$ cat src/rtl/pc_unit_ras.sv
// Program counter with break/halt control and a circular return-address stack.
// Priority per edge: Reset > stall > break_req > resume (HALT) > ret > call > branch > sequential.
module pc_unit_ras #(
    parameter int unsigned WIDTH              = 32,
    parameter int unsigned DEPTH              = 4,
    parameter int unsigned STEP               = 4,
    parameter logic [WIDTH-1:0] RESET_VECTOR  = '0,
    parameter logic [WIDTH-1:0] BREAK_VECTOR  = '0
) (
    input  logic                       clock,
    input  logic                       Reset,
    input  logic                       stall,
    input  logic                       break_req,
    input  logic                       resume,
    input  logic                       branch_en,
    input  logic [WIDTH-1:0]           branch_target,
    input  logic                       call_en,
    input  logic                       ret_en,
    output logic [WIDTH-1:0]           pc_out,
    output logic                       halted,
    output logic [$clog2(DEPTH):0]     ras_count,
    output logic                       ras_overflow,
    output logic                       ras_underflow
);

    localparam int unsigned PW = $clog2(DEPTH);
    localparam int unsigned CW = PW + 1;

    typedef enum logic {S_RUN = 1'b0, S_HALT = 1'b1} state_t;

    state_t             state_q;
    logic [WIDTH-1:0]   pc_q;
    logic [WIDTH-1:0]   ras_q [DEPTH];
    logic [PW-1:0]      ptr_q;
    logic [CW-1:0]      count_q;
    logic               ovf_q;
    logic               unf_q;

    logic [WIDTH-1:0]   pc_seq_d;
    logic [PW-1:0]      top_idx_d;
    logic               ras_full_d;
    logic               ras_empty_d;

    // ptr_q is the next write slot; the newest entry sits just below it.
    assign pc_seq_d    = pc_q + WIDTH'(STEP);
    assign top_idx_d   = ptr_q - PW'(1);
    assign ras_full_d  = (count_q == CW'(DEPTH));
    assign ras_empty_d = (count_q == '0);

    always_ff @(posedge clock) begin
        if (Reset) begin
            state_q <= S_RUN;
            pc_q    <= RESET_VECTOR;
            ptr_q   <= '0;
            count_q <= '0;
            ovf_q   <= 1'b0;
            unf_q   <= 1'b0;
        end else if (!stall) begin
            if (break_req) begin
                state_q <= S_HALT;
                pc_q    <= BREAK_VECTOR;
                count_q <= '0;
            end else begin
                case (state_q)
                    S_HALT: begin
                        if (resume) state_q <= S_RUN;
                    end
                    default: begin
                        if (ret_en) begin
                            if (ras_empty_d) begin
                                pc_q  <= pc_seq_d;
                                unf_q <= 1'b1;
                            end else begin
                                pc_q    <= ras_q[top_idx_d];
                                ptr_q   <= top_idx_d;
                                count_q <= count_q - CW'(1);
                            end
                        end else if (call_en) begin
                            // A full stack wraps onto its oldest entry.
                            ras_q[ptr_q] <= pc_seq_d;
                            ptr_q        <= ptr_q + PW'(1);
                            pc_q         <= branch_target;
                            if (ras_full_d) ovf_q   <= 1'b1;
                            else            count_q <= count_q + CW'(1);
                        end else if (branch_en) begin
                            pc_q <= branch_target;
                        end else begin
                            pc_q <= pc_seq_d;
                        end
                    end
                endcase
            end
        end
    end

    assign pc_out        = pc_q;
    assign halted        = (state_q == S_HALT);
    assign ras_count     = count_q;
    assign ras_overflow  = ovf_q;
    assign ras_underflow = unf_q;

endmodule

$ cat config.mk
export PLATFORM = sky130hd
export DESIGN_NAME = pc_unit_ras
export DESIGN_NICKNAME = d
export VERILOG_FILES = /design/src/rtl/pc_unit_ras.sv
export SDC_FILE = /design/constraint.sdc
export NUM_CORES = 1
export LEC_CHECK = 0
export CAP_MARGIN = 25
export CORE_ASPECT_RATIO = 1.2
export CORE_UTILIZATION = 47
export DETAILED_ROUTE_END_ITERATION = 12
export GPL_TIMING_DRIVEN = 1
export PLACE_DENSITY = 0.69
export SYNTH_ARGS = -nofsm -noshare
export SYNTH_HDL_FRONTEND = slang
export SYNTH_SLANG_ARGS = --single-unit
$ cat constraint.sdc
create_clock -name clock -period 7.1 [get_ports clock]
set_clock_uncertainty 0.2 [all_clocks]
set_input_delay 1.065 -clock clock [delete_from_list [all_inputs] [get_ports clock]]
set_output_delay 1.065 -clock clock [all_outputs]
set_load 0.02 [all_outputs]
==> run_results.csv, run 1 <==
group,metric,value,unit
global_routing,antenna_found_initial,0,
final_layout,syn2layout_area_growth,19.7,%
timing,setup_viol,0,
die,fp.dieW,120,um
synthesis,syn-cell-area,0.00786,mm2
synthesis,synth-main-ff-cell,"edfxtp_1",
critical_path,cpLargestDelayFamily,"simple AND/OR/NAND/NOR gates",
synthesis,yosys_warnings,0,
power,power_switching,0.565,mW
critical_path,critPathSlowestCell,"and3_1",
cts,cts_max_level,4,
global_routing,grt_max_degree,36,
cts,cts_setup_buffers,0,
timing,max_freq,250,MHz
power,power.total,2.22,mW
routing,wl_per_cell,23.8,um
final_layout,nNetsFinal,722,
place,hpwlAfterDp,14300,um
cts,path_clk_slew,70,ps
timing,rsz0062_at_grt,"false",
critical_path,critPathKind,"in2reg",
die,dieArea,0.0172,mm2
synthesis,ys_ff_latch,168,
critical_path,crit_buf_inv,3,
place,dpl_cell_area,0.00883,mm2
cts,post_cts_resized,0,
critical_path,worst_setup_path_end_kind,"register",
timing,maxSlewHeadroom,32.9,%
routing,routed_wl,21500,um
final_layout,num_antenna_cells,0,
critical_path,path_cells,"clkdlybuf4s50_1 -> nor3_2 -> buf_4 -> nand2b_1 -> nor2_1 -> and3_1 -> buf_4",
synthesis,synth.avg_cell_area,13.0,um2
synthesis,syn_nets,649,
cts,cts_sinks,168,
outcome,status,"finished, final reports clean",
timing,worst_slew_pin_slew,1000,ps
global_routing,grt_pass1_wl,32600,um
final_layout,finish.instance_area,0.00941,mm2
global_routing,grt_usage,25.9,%
routing,route.vias.total,5756,
power,seqPwrFrac,48.6,%
power,intPower,1.66,mW
routing,drc,0,
job,max_cap_viol_count,0,
cts,clock_path_buffers,2,
timing,post-route-period-util,56.4,%
routing,viasPerCell,6.39,
timing,fin_setup_tns,0,ps
hold_path,hold_class,"reg2reg",
cts,clockRootBuffer,"clkbuf_16",
die,fp.dieH,144,um
routing,dr.pass1.iters,5,
critical_path,ff2ff_setup_slack,3970,ps
place,globalplace.congestion,0.863,
power,power_leakage,3.10,nW
synthesis,syn_inst,603,
critical_path,startpoint_type,"primary input",
die,core_area,0.0163,mm2
die,num_io_pins,78,
power,power.density,236,mW/mm2
power,p_sw_share,25.4,%
synthesis,synth-edff-count,128,
critical_path,cpPeakStageDelay,700,ps
timing,hold_viol_final,0,
power,combPwrFrac,10.0,%
power,irDropWorstVdd,159,uV
cts,hold_buffers,0,
cts,insertion_delay,430,ps
synthesis,async_flop_share,0,%
cts,cts-buffers-inserted,17,
critical_path,cpMostUsedCell,"buf_4",
critical_path,required,6990,ps
final_layout,drive_above_1_share,14.9,%
die,rows,51,
power,clkPwrFrac,41.4,%
routing,ant_nets,0,
synthesis,yosysSeqAreaShare,59.1,%
global_routing,gr-total-overflow,0,
place,portBuffers,77,
critical_path,critPathArrivalTime,3900,ps
timing,slew_viol_final,0,
cts,cts_tree,"built",
die,start_util,48.3,%
timing,final.min_clock_period,4000,ps
critical_path,cp_max_fo,20,
routing,first_iter_violations,525,
global_routing,grt_pass1_vias,5742,
synthesis,ys_types,66,
==> layout by cell type, fill, tap and decap left out, drive strengths merged, types with 5 or more instances in the layout <==
| master | instances |
|---|---|
| edfxtp | 128 |
| clkdlybuf4s50 | 77 |
| dfxtp | 40 |
| o21ai | 38 |
| nand2 | 33 |
| a21oi | 33 |
| nor2 | 33 |
| mux4 | 32 |
| nand3 | 22 |
| inv | 22 |
| xnor2 | 19 |
| clkbuf | 17 |
| buf | 17 |
| nor3 | 11 |
| and3 | 10 |
| nand4 | 9 |
| xor2 | 9 |
| o21a | 9 |
| a211oi | 7 |
| o221ai | 7 |
| or3 | 7 |
| and2 | 7 |
| nor4 | 7 |
| a31oi | 6 |
| o31ai | 6 |
| mux2i | 5 |
| ha | 5 |
| or4 | 5 |
| clkinv | 5 |
==> logic make-up after synthesis <==
kind of cell,after synthesis,synth area share [%]
fa+ha+maj,6,1.05
buf+inv,53,3.42
simple gates,157,10.3
xor+xnor,28,3.12
flops,168,59.1
mux,37,9.81
compound gates,154,13.2
==> through the flow <==
stage / instances / hold WS [ps] / worst slack [ps] / util (%)
after CTS: 901 / 277 / 3150 / 57.8
after global placement: 868 / 248 / 2810 / 54.2
after global routing: 901 / 282 / 2920 / 57.8
after detailed placement: 869 / 259 / 2710 / 54.2
final: 901 / 268 / 3100 / 57.8
after floorplan: 603 / 271 / 3610 / -
==> layer usage <==
metal / wire length, um / part of all wire [%] / GRT usage [%]
met4: 512 / 2.4 / 10.3
met3: 1920 / 8.9 / 4.96
met5: 0 / 0 / 0
met2: 10800 / 50 / 43.8
met1: 8270 / 39 / 32.8
==> flip-flops by register name (all words and copies together) (netlist names) <==
register and cells:
pc_out 32, ras_overflow 1, ras_count 3, ptr_q 2, ras_underflow 1, ras_q 128
halted 1
==> final cells by class <==
type / count / area [um2]
flip-flops and latches: 168 / 4650
fillers: 1310 / 6860
well taps: 212 / 265
repair buffers: 94 / 898
clock inverters: 15 / 159
multi-input cells: 382 / 2970
clock buffers: 17 / 425
inverters: 13 / 48.8
==> final timing paths <==
check,start,endpoint,cells past startpoint
worst min register to register,ras_underflow,ras_underflow,2
worst min-delay path,ras_underflow,ras_underflow,2
worst max register to register,halted,ras_q[0][30],6
worst max-delay path,stall,ras_q[0][30],7
==> synth_stat cells, drive strengths merged, types with 4 or more instances <==
| cell type | instances | area [um2] |
|---|---|---|
| a21oi | 33 | 165 |
| inv | 13 | 48.8 |
| xor2 | 9 | 78.8 |
| nor4 | 7 | 50.1 |
| a22oi | 4 | 30.0 |
| and3 | 10 | 63.8 |
| buf | 13 | 72.6 |
| ha | 5 | 62.6 |
| and2 | 7 | 43.8 |
| o21a | 9 | 67.6 |
| nor2b | 4 | 25.0 |
| o21ai | 38 | 190 |
| nand4 | 9 | 56.3 |
| o22ai | 4 | 25.0 |
| dfxtp | 40 | 801 |
| a221oi | 4 | 41.3 |
| nand3 | 22 | 120 |
| mux4 | 32 | 721 |
| xnor2 | 19 | 166 |
| nor3 | 11 | 55.1 |
| a211oi | 7 | 52.6 |
| edfxtp | 128 | 3840 |
| o221a | 4 | 45.0 |
| or3 | 7 | 45.1 |
| nor2 | 33 | 126 |
| clkbuf | 26 | 138 |
| a31oi | 6 | 37.5 |
| o31ai | 6 | 45.0 |
| mux2i | 5 | 50.1 |
| o221ai | 7 | 61.3 |
| or4 | 5 | 38.8 |
| nand2 | 33 | 124 |
==> power groups by stage <==
stage	Sequential, mW	Clock, mW	Combinational [mW]
2_1_floorplan	1.10	0	0.128
3_3_place_gp	1.10	0	0.218
3_5_place_dp	1.10	0	0.220
4_1_cts	1.08	0.929	0.221
5_1_grt	1.08	0.963	0.236
6_report	1.08	0.919	0.223
==> worst min-delay path: stages (launching register included) <==
cell and delay (ps):
dfxtp_1 320, inv_1 50, a21oi_1 50
No activity file was read; power rests on OpenSTA's default activity.
==> run 2, diff against run 1 <==
- PLACE_DENSITY: 0.69 -> 0.71
- clock period: 7.1 -> 3.25 ns (I/O delays scaled with it)
==> run_results.csv, run 2 (synthesis gave the netlist of run 1 again) <==
group,metric,value,unit
final_layout,nNetsFinal,743,
global_routing,grt_usage,27.2,%
die,fp.dieH,144,um
final_layout,top_register,"ras_q",
job,max_cap_viol_count,0,
cts,cts_tree,"built",
place,dpl_cell_area,0.00900,mm2
place,hpwlAfterDp,15200,um
final_layout,drive_above_1_share,17.5,%
cts,cts_setup_buffers,0,
critical_path,r2r_cells,5,
critical_path,r2r-start,"pc_out[16]",
final_layout,final.fill_count,1323,
global_routing,antenna_found_initial,0,
timing,slew_viol_final,0,
hold_path,hold_depth,2,
power,power.total,4.80,mW
final_layout,fin_util,58.8,%
routing,route.vias.total,5804,
critical_path,cp_max_fo,10,
cts,clock_path_buffers,2,
routing,ant_nets,0,
global_routing,grt_use_met1,34.0,%
timing,rsz0062_at_grt,"false",
timing,post-route-period-util,89.1,%
power,power.density,502,mW/mm2
hold_path,worst_hold_path.endpoint,"ras_underflow",
place,globalplace.congestion,0.870,
critical_path,worst_setup_path_end_kind,"register",
routing,drc,0,
timing,worst_slew_pin_slew,740,ps
cts,cts_sinks,168,
routing,wl_per_cell,23.9,um
timing,maxSlewHeadroom,50.7,%
global_routing,grt_max_degree,36,
final_layout,syn2layout_area_growth,21.6,%
global_routing,gr-total-overflow,0,
final_layout,finish.instance_area,0.00956,mm2
timing,max_freq,345,MHz
timing,fin_ws,355,ps
cts,clockRootBuffer,"clkbuf_16",
routing,routed_wl,22000,um
timing,whs,268,ps
power,power_leakage,3.18,nW
cts,cts_max_level,4,
place,portBuffers,77,
timing,fin_setup_tns,0,ps
final_layout,final_cell_mix,"edfxtp_1 (128), clkdlybuf4s50_1 (77), dfxtp_1 (39), o21ai_0 (38), buf_4 (37)",
die,num_io_pins,78,
routing,first_iter_violations,607,
global_routing,grt_pass1_vias,5711,
cts,insertion_delay,440,ps
global_routing,grt_pass1_wl,33800,um
power,irDropWorstVdd,333,uV
die,fp.dieW,120,um
cts,cts-buffers-inserted,17,
hold_path,hold_class,"reg2reg",
die,start_util,48.3,%
global_routing,met3_usage,6.94,%
routing,dr.pass1.iters,5,
place,dpl.cell_count,890,
final_layout,largest_reg_flops,128,
global_routing,use_met2,45.1,%
outcome,status,"finished, final reports clean",
critical_path,required,3420,ps
critical_path,critPathKind,"reg2reg",
final_layout,fin_cells,922,
cts,post_cts_resized,0,
final_layout,layout_commonest_cell,"edfxtp_1",
cts,path_clk_slew,70,ps
die,rows,51,
timing,hold_viol_final,0,
critical_path,ff2ff_setup_slack,360,ps
global_routing,busiest_layer,"met2",
critical_path,startpoint_type,"register",
routing,viasPerCell,6.30,
final_layout,num_antenna_cells,0,
die,core_area,0.0163,mm2
timing,setup_viol,0,
critical_path,critPathArrivalTime,3070,ps
die,dieArea,0.0172,mm2
critical_path,worstReg2RegEnd,"pc_out[30]",
timing,final.min_clock_period,2890,ps
cts,hold_buffers,0,
place,pre_cts_ws,353,ps
hold_path,hp-start,"ras_underflow",
==> run 2: how the worst max path moves through the flow <==
| stage | startpoint | end | slack, ps | cells past startpoint |
|---|---|---|---|---|
| after floorplan | ptr_q[0] | pc_out[27] | 5 | 12 |
| after global placement | ret_en | pc_out[1] | 400 | 7 |
| after detailed placement | ret_en | pc_out[0] | 350 | 7 |
| after CTS | pc_out[16] | pc_out[30] | 410 | 5 |
| after global routing | pc_out[16] | pc_out[30] | 200 | 5 |
| final | pc_out[16] | pc_out[30] | 360 | 5 |
==> run 2: final cells by class <==
class	instances	area [um2]	area share [%]
clock buffers	19	443	4.63
clock inverters	13	121	1.27
inverters	13	48.8	0.510
multi-input cells	382	2970	31.1
flip-flops and latches	168	4650	48.6
well taps	212	265	2.77
repair buffers	115	1070	11.2
==> run 2: critical path: stages (launching register included) <==
cell and delay, ps:
dfxtp_1 610, nand3_1 360, nor3_1 650, nand4_1 240
xnor2_1 500, o221a_2 280
==> run 2: report_power, final <==
group | internal (mW) | switching (mW)
Combinational | 0.230 | 0.292
Sequential | 2.32 | 0.0377
Clock | 1.08 | 0.846
==> run 2: metal layers <==
metal / vias up / wire length, um
met5: - / 0
met4: 0 / 647
met2: 285 / 11100
met3: 49 / 1530
li1: 2545 / -
met1: 2925 / 8780
